===== src/rtl/button_debouncer.sv =====
// Push-button conditioner: SYNC_STAGES-flop synchroniser followed by a four-state
// stability filter that accepts a level only after DEBOUNCE_CYCLES+1 matching samples.
module button_debouncer #(
  parameter int SYNC_STAGES     = 2,
  parameter int DEBOUNCE_CYCLES = 1000,
  parameter int CNT_WIDTH       = 16
) (
  input  logic       clk,
  input  logic       reset,
  input  logic       btn_in,
  input  logic       glitch_clr,
  output logic       level_out,
  output logic       busy,
  output logic [7:0] glitch_cnt
);

  typedef enum logic [1:0] {
    STABLE_LO = 2'd0,
    ARM_HI    = 2'd1,
    STABLE_HI = 2'd2,
    ARM_LO    = 2'd3
  } state_e;

  localparam logic [CNT_WIDTH-1:0] CNT_MAX    = CNT_WIDTH'(DEBOUNCE_CYCLES - 1);
  localparam logic [CNT_WIDTH-1:0] CNT_ZERO   = {CNT_WIDTH{1'b0}};
  localparam logic [7:0]           GLITCH_MAX = 8'd255;

  logic [SYNC_STAGES-1:0] sync_q;
  logic                   sync_out;
  state_e                 state_q, state_d;
  logic [CNT_WIDTH-1:0]   cnt_q, cnt_d;
  logic                   glitch_evt;
  logic                   level_q, level_d;
  logic                   busy_q, busy_d;
  logic [7:0]             glitch_q, glitch_d;

  // Synchroniser shift chain; only its last stage is visible to the filter.
  always_ff @(posedge clk) begin
    if (reset) begin
      sync_q <= {SYNC_STAGES{1'b0}};
    end else begin
      sync_q <= {sync_q[SYNC_STAGES-2:0], btn_in};
    end
  end

  assign sync_out = sync_q[SYNC_STAGES-1];

  always_ff @(posedge clk) begin
    if (reset) begin
      state_q  <= STABLE_LO;
      cnt_q    <= CNT_ZERO;
      level_q  <= 1'b0;
      busy_q   <= 1'b0;
      glitch_q <= 8'd0;
    end else begin
      state_q  <= state_d;
      cnt_q    <= cnt_d;
      level_q  <= level_d;
      busy_q   <= busy_d;
      glitch_q <= glitch_d;
    end
  end

  // A mismatching sample in an ARM state beats the qualification check.
  always_comb begin
    state_d    = state_q;
    cnt_d      = cnt_q;
    glitch_evt = 1'b0;
    case (state_q)
      STABLE_LO: begin
        if (sync_out) begin
          state_d = ARM_HI;
          cnt_d   = CNT_ZERO;
        end else begin
          state_d = STABLE_LO;
        end
      end
      ARM_HI: begin
        if (!sync_out) begin
          state_d    = STABLE_LO;
          cnt_d      = CNT_ZERO;
          glitch_evt = 1'b1;
        end else if (cnt_q == CNT_MAX) begin
          state_d = STABLE_HI;
          cnt_d   = CNT_ZERO;
        end else begin
          cnt_d = cnt_q + 1'b1;
        end
      end
      STABLE_HI: begin
        if (!sync_out) begin
          state_d = ARM_LO;
          cnt_d   = CNT_ZERO;
        end else begin
          state_d = STABLE_HI;
        end
      end
      ARM_LO: begin
        if (sync_out) begin
          state_d    = STABLE_HI;
          cnt_d      = CNT_ZERO;
          glitch_evt = 1'b1;
        end else if (cnt_q == CNT_MAX) begin
          state_d = STABLE_LO;
          cnt_d   = CNT_ZERO;
        end else begin
          cnt_d = cnt_q + 1'b1;
        end
      end
      default: begin
        state_d = STABLE_LO;
        cnt_d   = CNT_ZERO;
      end
    endcase
  end

  // Outputs decode the next state so the registered copies track state_q exactly.
  always_comb begin
    level_d = 1'b0;
    busy_d  = 1'b0;
    case (state_d)
      STABLE_LO: begin
        level_d = 1'b0;
        busy_d  = 1'b0;
      end
      ARM_HI: begin
        level_d = 1'b0;
        busy_d  = 1'b1;
      end
      STABLE_HI: begin
        level_d = 1'b1;
        busy_d  = 1'b0;
      end
      ARM_LO: begin
        level_d = 1'b1;
        busy_d  = 1'b1;
      end
      default: begin
        level_d = 1'b0;
        busy_d  = 1'b0;
      end
    endcase

    if (glitch_clr) begin
      glitch_d = 8'd0;
    end else if (glitch_evt && (glitch_q != GLITCH_MAX)) begin
      glitch_d = glitch_q + 8'd1;
    end else begin
      glitch_d = glitch_q;
    end
  end

  assign level_out  = level_q;
  assign busy       = busy_q;
  assign glitch_cnt = glitch_q;

endmodule


===== config.mk =====
export PLATFORM = sky130hd
export DESIGN_NAME = button_debouncer
export DESIGN_NICKNAME = d
export VERILOG_FILES = /design/src/rtl/button_debouncer.sv
export SDC_FILE = /design/constraint.sdc
export NUM_CORES = 1
export LEC_CHECK = 0
export CAP_MARGIN = 40
export CORE_ASPECT_RATIO = 2
export CORE_MARGIN = 2
export CORE_UTILIZATION = 50
export CTS_CLUSTER_DIAMETER = 40
export DETAILED_ROUTE_END_ITERATION = 10
export GPL_ROUTABILITY_DRIVEN = 0
export HOLD_SLACK_MARGIN = 0.1
export PLACE_DENSITY = 0.7
export SYNTH_ARGS = -nofsm -noshare
export SYNTH_HDL_FRONTEND = slang
export SYNTH_SLANG_ARGS = --single-unit

===== constraint.sdc =====
create_clock -name clk -period 2.9 [get_ports clk]
set_clock_uncertainty 0.05 [all_clocks]
set_input_delay 0.58 -clock clk [delete_from_list [all_inputs] [get_ports clk]]
set_output_delay 0.58 -clock clk [all_outputs]
set_load 0.03 [all_outputs]

# Yosys cells after proc, flatten, opt, wreduce, memory -nomap -nowiden
# Cells that the tools add are included.
[op_classes] n_mux=18 eq_ne=10 n_addsub=2 reduce_logical=9
[ops] op="16-bit two-way mux" n=5
[ops] op="16-bit case mux with 4 select lines" n=1
[ops] op="16-bit by 1-bit adder with 16-bit output, second input constant" n=1
[ops] op="16-bit by 10-bit == test with 1-bit output, second input constant" n=1
[ops] op="2-bit OR reduction" n=5
[ops] op="8-bit by 1-bit adder with 8-bit output, second input constant" n=1
[ops] op="2-bit == test, second input constant" n=4
[ops] op="2-bit two-way mux" n=4
[ops] op="8-bit inequality test, second input constant" n=1
[ops] op="2-bit case mux with 4 select lines" n=1
[ops] op="1-bit case mux with 2 select lines" n=3
[ops] op="2-bit by 1-bit == test with 1-bit output, second input constant" n=2
[ops] op="2-bit logical NOT" n=2
[ops] op="1-bit two-way mux" n=4
[ops] op="2-bit inequality test, second input constant" n=2
[ops] op="2-bit AND reduction" n=1
[ops] op="1-bit logical AND" n=1
[word_totals] register_bits=30 inputBits=4 wordCells=45 output_inout_bits=10

# Logic depth before layout (Yosys ltp)
[logic_depth] depth_word=7 ltp_mapped=7

# Worst setup path after synthesis
# Ideal clock, no wire load.
[synth_path] kind="reg-to-reg" startpoint="register cnt_q[10]" endpoint="register cnt_q[0]" period_less_slack_ns=2.037 stages_incl_launch_ff=7 arrival_ns=1.859 n_path_buf=2 required_ns=2.723 path_slack_ns=0.863 path_cell_list="dfxtp_1 or4b_1 or4_4 buf_6 buf_6 a32oi_1 nor2_1"
[synth_via] elab_chain_len=4 word_cells_on_any_way=5 cone_classes="1 x eq/ne; 4 x mux"
[synth_rtl] element="start: declaration" line_no="31" rtl="logic [CNT_WIDTH-1:0] cnt_q, cnt_d;"
[synth_rtl] element="start signal: assignment" line_no="57" rtl="cnt_q <= cnt_d;"
[synth_rtl] element="16-bit by 10-bit == test with 1-bit output *" line_no="83, 103"
[synth_rtl] element="16-bit two-way mux *" line_no="83, 103"
[synth_rtl] element="16-bit two-way mux (on tied branches)" line_no="99, 79"
[synth_rtl] element="16-bit case mux with 4 select lines *" line_no="69" rtl="case (state_q)"
# Mark *: on every way between the ends. The rest lies on a longest branch, timed or not.
# A chain may end at the register's enable or synchronous reset.

# Final worst setup path
[layout_path] startpoint="register cnt_q[10]" endpoint="register cnt_q[9]"
# The elaborated chain is that of the path after synthesis.

==> flow_metrics.tcl <==
set metrics [dict create \
    setup_slack_ps 701 \
    yosys_warnings 0 \
    syn_area_per_cell_um2 8.41 \
    grt_usage_pct 23.2 \
    final_layout_size_suffix_gt1_share_pct 8.65 \
    synth_cell_type_count 38 \
    cts_buffer_depth 2 \
    synth_area_mm2 0.00146 \
    p_leak_uw 0.000513 \
    synth_common_cells "dfxtp_1, a31oi_1, nand2_1, nand3_1" \
    reg2reg_from "cnt_q[10]$_SDFFE_PP0P_" \
    max_slew_margin_pct 43.2 \
    outcome "completed" \
    drc_errors 0 \
    clkLatencyLatePin_ps 280 \
    startpoint "cnt_q[10]$_SDFFE_PP0P_" \
    end_kind "flop" \
    tightestPinTransition_ps 844 \
    ant_nets 0 \
    syn_to_final_growth_pct 16.9 \
    grt_pass1_wl_mm 6.11 \
    synth-seq-cells 29 \
    die_w_um 42.1 \
    cts_setup_buffers 0 \
    clockRootBuffer "clkbuf_8" \
    antenna_cells 0 \
    use_met1_pct 22.9 \
    synthTopCellsByArea "dfxtp_1, a31oi_1, nand3_1, nand2_1, o211ai_1" \
    synth_cells 173 \
    setup_viol 0 \
    min_path_cells 1 \
    synth_top_area_share_pct 39.9 \
    busiest_layer "met2" \
    hold_path.class "flop to flop" \
    dpl.hpwl_mm 2.53 \
    overflow 0 \
    grt_use_met2_pct 44.8 \
    crit_required_ps 2990 \
    clock-sinks 29 \
    cts_tree "built" \
    grt_pass1_vias 1395 \
    fmax_mhz 455 \
    period_needed_ps 2200 \
    initial_utilization_pct 52.5 \
    grt_max_degree 25 \
    synth_nets 179 \
    place_ws_ps 641 \
    synth_edf_count 0 \
    fill_cells 245 \
    initialDrtViolationCount 58 \
    die_h_um 80.3 \
    yosys.area.top_type "dfxtp_1" \
    start_kind "flop" \
    ctsHoldBuffers 0 \
    synth.most_common_cell "dfxtp_1" \
    cts_resized 0 \
    place_area_mm2 0.00158 \
    synth_seq_area_share_pct 39.9 \
    power_uw 859 \
    critPathMaxFanout 7 \
    die-area_mm2 0.00338 \
    vias 1386 \
    antenna_found_initial 0 \
    rsz0062_at_grt "false" \
    design_area_mm2 0.00170 \
    dr.pass1.iters 4 \
    max-cap-violations 0 \
    met3_usage_pct 5.39 \
    hold_viol 0 \
    io_buffers 13 \
    drv_slew 0 \
    r2r_cells 4 \
    io_pins 14 \
    cts.htree.levels 2 \
    synth_ff_type "dfxtp_1" \
    hold_start "sync_q[0]$_SDFF_PP0_" \
    cts-buffers-inserted 5 \
    routed_wl_mm 3.39 \
    crit_type "flop to flop" \
    rows 27 \
    crit_arrival_ps 2290 \
    tns_ps 0 \
    viasPerCell 6.48 \
    wl_per_cell_um 15.9 \
    final_core_util_pct 61.4 \
    p_per_area_mw_per_mm2 505 \
    synthArstFlopShare_pct 0 \
    clk_pin_slew_ps 60 \
    timing.final.crit_share_pct 75.8 \
    irDropWorstVdd_v 0.000409 \
    core_mm2 0.00277 \
    final_nets 190 \
]
cells in the final DEF, fill, tap and decap left out, drive strengths merged:
master	count
dfxtp	29
clkdlybuf4s50	13
or3	5
nor4	5
clkbuf	7
a41oi	1
nand3	12
o211ai	6
a31oi	20
o31ai	2
a211oi	1
a32oi	1
o211a	1
or4	6
inv	3
buf	2
xnor2	2
nand2	13
o21ba	1
nor3	5
mux2i	1
nand3b	2
or3b	3
ha	2
nand4	7
bufinv	1
or2	1
nand4b	1
xor2	3
or4b	1
o31a	2
and2	1
a21oi	8
o21ai	7
nor2b	2
nor2	8
state kept, by name, indices dropped and copies added, names as in the netlist:
name / cells
glitch_cnt: 8
level_out: 1
sync_q: 2
cnt_q: 16
state_q: 2
critical path, cell delays in order, from the launching register on:
cell and delay (ps):
dfxtp_1 370, or4b_1 560, nor4_1 750, or3b_2 250
a31oi_1 90
report_power, final:
part / leakage, uW / switching, uW / internal (uW) / total [uW]
Combinational: 0.000221 / 15.8 / 10.5 / 26.3
Sequential: 0.000234 / 2.69 / 401 / 403
Clock: 0.0000585 / 150 / 280 / 430
worst paths after layout:
| check | end | slack (ps) |
|---|---|---|
| setup / recovery | cnt_q[9]$_SDFFE_PP0P_ | 700 |
| hold / removal | sync_q[1]$_SDFF_PP0_ | 410 |
| setup reg to reg | cnt_q[9]$_SDFFE_PP0P_ | 700 |
| hold reg to reg | sync_q[1]$_SDFF_PP0_ | 410 |
stage by stage:
step | instances | hold slack [ps]
after floorplan | 173 | 364
after global placement | 206 | 381
after detailed placement | 206 | 403
after CTS | 214 | 415
after global routing | 214 | 427
final | 214 | 413
kinds of logic after synthesis:
logic type,synth area share [%]
multiplexers,0.688
flip-flops,39.9
XOR/XNOR,3.01
adder cells (fa/ha/maj),1.72
AO/OA/AOI/OAI,22.2
AND/OR/NAND/NOR,27.8
buffers and inverters,4.73
area by class of cell:
type / count / area (um^2) / share of cell area [%]
clock buffers: 7 / 86.3 / 5.08
clock inverters: 1 / 30.0 / 1.77
inverters: 3 / 11.3 / 0.662
multi-input cells: 130 / 811 / 47.7
flip-flops and latches: 29 / 581 / 34.1
well taps: 29 / 36.3 / 2.13
repair buffers: 15 / 145 / 8.54
layer usage:
layer | vias to the layer above | part of all wire [%] | wire length (um)
li1 | 692 | - | -
met1 | 655 | 36 | 1230
met2 | 32 | 58 | 1970
met3 | 7 | 3.5 | 120
met4 | 0 | 2.0 | 69
met5 | - | 0 | 0
Note: power is estimated with default switching activity, not from simulation.
